## src/rtl/priority_decoder_accum.sv

```systemverilog
// rtl/priority_decoder_accum.sv - rebuilds a request vector from a stream of priority-encoded indices
//
// Purpose:
//   Receive side of the encoded request link. Each accepted beat carries one
//   bit index (highest first) or an explicit "no bit" marker; the frame is
//   OR-ed back into an N-bit mask and reported with a beat count and an
//   ordering-error flag.
//
// Ports:
//   clk        - clock, rising edge
//   rst        - synchronous active-high reset
//   in_idx     - encoded bit index
//   in_zero    - beat carries no bit (empty request vector)
//   in_last    - final beat of the frame
//   in_valid   - input beat present
//   in_ready   - block accepts a beat (low while a result is held)
//   out_mask   - rebuilt vector
//   out_count  - number of bit-carrying beats in the frame (saturates at N)
//   out_err    - frame broke the ordering rules
//   out_valid  - out_* fields valid
//   out_ready  - downstream accepts result
module priority_decoder_accum #(
  parameter  int N = 8,
  localparam int W = $clog2(N)
) (
  input  logic         clk,
  input  logic         rst,
  input  logic [W-1:0] in_idx,
  input  logic         in_zero,
  input  logic         in_last,
  input  logic         in_valid,
  output logic         in_ready,
  output logic [N-1:0] out_mask,
  output logic [W:0]   out_count,
  output logic         out_err,
  output logic         out_valid,
  input  logic         out_ready
);

  typedef enum logic [1:0] {
    IDLE    = 2'd0,
    COLLECT = 2'd1,
    OUTPUT  = 2'd2
  } state_t;

  localparam logic [N-1:0] ONE_HOT0 = {{(N-1){1'b0}}, 1'b1};
  localparam logic [W:0]   COUNT_MAX = (W+1)'(N);

  state_t       state_q;
  logic [N-1:0] mask_q, mask_d;
  logic [W:0]   count_q, count_d;
  logic         err_q, err_d;
  logic [W-1:0] prev_q, prev_d;
  logic [N-1:0] out_mask_q;
  logic [W:0]   out_count_q;
  logic         out_err_q;
  logic         out_valid_q;
  logic         in_ready_q;

  // Accumulator update assuming the current beat is accepted.
  always_comb begin
    mask_d  = mask_q;
    count_d = count_q;
    err_d   = err_q;
    prev_d  = prev_q;
    if (in_zero) begin
      // An empty marker is only legal as the one and only beat of a frame.
      if (!(state_q == IDLE && in_last)) begin
        err_d = 1'b1;
      end
    end else begin
      mask_d = mask_q | (ONE_HOT0 << in_idx);
      // count_q != 0 means a previous bit-carrying beat exists in this frame.
      if (count_q != '0 && in_idx >= prev_q) begin
        err_d = 1'b1;
      end
      if (count_q != COUNT_MAX) begin
        count_d = count_q + 1'b1;
      end
      prev_d = in_idx;
    end
  end

  always_ff @(posedge clk) begin
    if (rst) begin
      state_q     <= IDLE;
      mask_q      <= '0;
      count_q     <= '0;
      err_q       <= 1'b0;
      prev_q      <= '0;
      out_mask_q  <= '0;
      out_count_q <= '0;
      out_err_q   <= 1'b0;
      out_valid_q <= 1'b0;
      in_ready_q  <= 1'b1;
    end else begin
      case (state_q)
        IDLE, COLLECT: begin
          if (in_valid) begin
            if (in_last) begin
              // Publish the frame and clear accumulators for the next one.
              out_mask_q  <= mask_d;
              out_count_q <= count_d;
              out_err_q   <= err_d;
              out_valid_q <= 1'b1;
              in_ready_q  <= 1'b0;
              mask_q      <= '0;
              count_q     <= '0;
              err_q       <= 1'b0;
              prev_q      <= '0;
              state_q     <= OUTPUT;
            end else begin
              mask_q  <= mask_d;
              count_q <= count_d;
              err_q   <= err_d;
              prev_q  <= prev_d;
              state_q <= COLLECT;
            end
          end
        end
        OUTPUT: begin
          if (out_ready) begin
            out_valid_q <= 1'b0;
            in_ready_q  <= 1'b1;
            state_q     <= IDLE;
          end
        end
        default: begin
          state_q     <= IDLE;
          out_valid_q <= 1'b0;
          in_ready_q  <= 1'b1;
        end
      endcase
    end
  end

  assign in_ready  = in_ready_q;
  assign out_mask  = out_mask_q;
  assign out_count = out_count_q;
  assign out_err   = out_err_q;
  assign out_valid = out_valid_q;

endmodule

```

## config.mk

```make
export PLATFORM = sky130hd
export DESIGN_NAME = priority_decoder_accum
export DESIGN_NICKNAME = d
export VERILOG_FILES = /design/src/rtl/priority_decoder_accum.sv
export SDC_FILE = /design/constraint.sdc
export NUM_CORES = 1
export LEC_CHECK = 0
export BUFFER_PORTS_ARGS = -buffer_cell sky130_fd_sc_hd__buf_4
export CORE_UTILIZATION = 50
export DETAILED_ROUTE_END_ITERATION = 16
export GPL_ROUTABILITY_DRIVEN = 0
export PLACE_DENSITY = 0.72
export SYNTH_ARGS = -nofsm -noshare
export SYNTH_HDL_FRONTEND = slang
export SYNTH_SLANG_ARGS = --single-unit
export TNS_END_PERCENT = 10
```

## constraint.sdc

```tcl
create_clock -name clk -period 1.65 [get_ports clk]
set_input_delay 0.2475 -clock clk [delete_from_list [all_inputs] [get_ports clk]]
set_output_delay 0.2475 -clock clk [all_outputs]
set_load 0.03 [all_outputs]
```

==> qor.csv <==
metric,value,unit
outcome,completed,
Ys Warns,0,
GRT Util Overall,0.208,
R2R Path Start,prev_q[2]$_SDFFE_PP0P_,
hpwl dp,2020,µm
share of cells above drive strength 1,0.226,
nets@finish,200,
number of clock sinks,33,
CP Cell Sequence,"inv_1, ha_1, a21oi_1, o21ai_0, a221oi_1, a211oi_1",
Max transition margin,0.690,
Syn Std Cell Area,1460,µm²
RSZ-0062 raised after global routing,no,
Worst R2R Path Depth,6,
post-synthesis sequential area ratio,0.453,
area of placed instances,1620,µm²
Initial DRT Pass Iterations,6,
number of max-cap violations,0,
Via density,5.60,
Setup crit end kind,flop,
die height,56.0,µm
syn nets,179,
CP required,1.86,ns
CP Class,reg2reg,
routed len/inst,13.7,µm
CTS root buf,clkbuf_4,
number of DRC markers in iteration 0,48,
Tightest Pin Transition,0.454,ns
# setup viols final,0,
hold buffers post-CTS,0,
final std cells w/o fill,217,
synthesized flop and latch total,33,
Final Cell Area,1680,µm²
leak pwr,0.653,nW
vias in the first global route,1187,
postcts setup bufs,0,
slowest stage cell on the critical path,dfxtp_1,
CP Buf/Inv Count,1,
TritonCTS clock tree,yes,
largest net degree at the start of global routing,27,
CP max FO,2,
Final Hold Vio Count,0,
Antenna Cells,0,
synthesis-to-layout area growth,14.9,%
Crit path arrival time,1.69,ns
Die X,56.0,µm
Top-Level Pins,24,
max incr delay on CP,0.34,ns
WHS Endpoint,state_q[0]$_SDFFE_PP0P_,
final WL,2960,µm
initial antenna violation count,0,
Routed Antenna Nets,0,
number of gates resized after CTS,0,
CORE AREA,2760,µm²
Post-synth EDFFs,0,
worst vdd ir,688,µV
critical path startpoint category,flop,
Worst-path clk slew,0.10,ns
via count,1215,
remaining global-route overflow,0,
total power divided by cell area,944,nW/µm²
FF-to-FF End,out_err$_SDFFE_PP0P_,
full die area,3140,µm²
reg-to-reg setup timing slack,0.17,ns
Final Slew Violations,0,
hold wc startpoint,in_valid,
Post-synth top flop,dfxtp_1,
Clock Tree Buf Depth,2,
drc violations,0,
Worst path top cell family by delay,compound AO/OA/AOI/OAI gates,
Clock Skew,0.00731,ns
"commonest non-fill, non-tap cell in the layout",dfxtp_1,
port bufs,23,
Avg Synthesized Cell Area,8.84,µm²
htree depth,2,
Async SR Flop Fraction,0,
initial core utilization,0.529,
class of the worst hold path,in2reg,
worst hold path cell count,2,
Fmax achieved,677,MHz
first-pass GRT wire length,5060,µm
Placed Instances,210,
Tmin final,1.48,ns
Post-Syn Instances,165,
row cnt,19,
Skew-Pair Late Insertion Delay,0.33,ns
most frequent cells in the layout,"dfxtp_1 (33), nor2_1 (32), buf_4 (24), nor3_1 (13), inv_1 (9)",
setup_tns,0,ns
Unique masters post-synth,32,
Final period util,0.896,
CTS Buf Count,5,
-- Yosys cell counts (all sizes together) (4+ instances only) --
cell,count,area (µm²)
a211oi,12,130
a21oi,8,40.0
a31oi,6,37.5
buf,6,41.3
clkbuf,4,15.0
dfxtp,33,661
ha,5,62.6
inv,9,33.8
nand2,8,32.5
nand2b,4,32.5
nor2,32,120
nor2b,4,32.5
nor3,13,65.1
o21ai,4,20.0
-- logic make-up (layout without fill, tap and decap cells) --
| logic type | after synthesis | in the layout | share of synthesized area |
|---|---|---|---|
| and+or+nand+nor | 67 | 67 | 0.223 |
| AOI/OAI and AO/OA | 39 | 39 | 0.208 |
| DFF | 33 | 33 | 0.453 |
| buffers and inverters | 19 | 40 | 0.0617 |
| adders and majority gates | 5 | 5 | 0.0429 |
| xor gates and xnor gates | 2 | 2 | 0.0120 |
-- layer usage --
metal / up-vias / GRT usage / routed length [µm]
li1: 624 / - / -
met1: 557 / 0.264 / 1450
met2: 27 / 0.316 / 1330
met3: 7 / 0.0721 / 140
met4: 0 / 0.0976 / 47
met5: - / 0 / 0
-- area by class of cell --
class / instances / area, µm²
clock buffer: 7 / 55.1
fill: 249 / 1080
inverter: 9 / 33.8
multi-input combinational: 113 / 708
sequential: 33 / 661
tap: 31 / 38.8
timing repair buffer: 24 / 180
-- flip-flops by register name, summed over array words and instances (netlist names) --
register and cells:
count_q 4, err_q 1, in_ready 1, mask_q 8, out_count 4, out_err 1, out_mask 8, out_valid 1
prev_q 3, state_q 2
-- where the power goes --
group	internal, W	total [W]	switching, W
clock	0.000201	0.000466	0.000265
sequential	0.000831	0.000852	0.0000211
combinational	0.0000998	0.000266	0.000166
total	0.00113	0.00158	0.000452
-- how the worst max path moves through the flow --
stage | from | slack (ns) | to | cells past startpoint
finish | prev_q[2]$_SDFFE_PP0P_ | 0.17 | out_err$_SDFFE_PP0P_ | 6
global route | prev_q[2]$_SDFFE_PP0P_ | 0.09 | out_err$_SDFFE_PP0P_ | 6
CTS | prev_q[2]$_SDFFE_PP0P_ | 0.17 | out_err$_SDFFE_PP0P_ | 6
detailed placement | in_idx[2] | 0.14 | out_err$_SDFFE_PP0P_ | 6
global placement | in_idx[2] | 0.19 | out_err$_SDFFE_PP0P_ | 6
floorplan | in_idx[0] | 0.14 | out_err$_SDFFE_PP0P_ | 7
-- per-stage QoR --
stage               hold WS [ns]  total power (W)   util  setup WS [ns]
floorplan                  0.364          0.00106      -          0.137
global placement           0.447          0.00113  0.588          0.187
detailed placement         0.452          0.00113  0.588          0.145
CTS                        0.162          0.00160  0.608          0.173
global route               0.167          0.00166  0.608         0.0933
finish                     0.175          0.00158  0.608          0.172
Power figures use the tool's default switching activity.
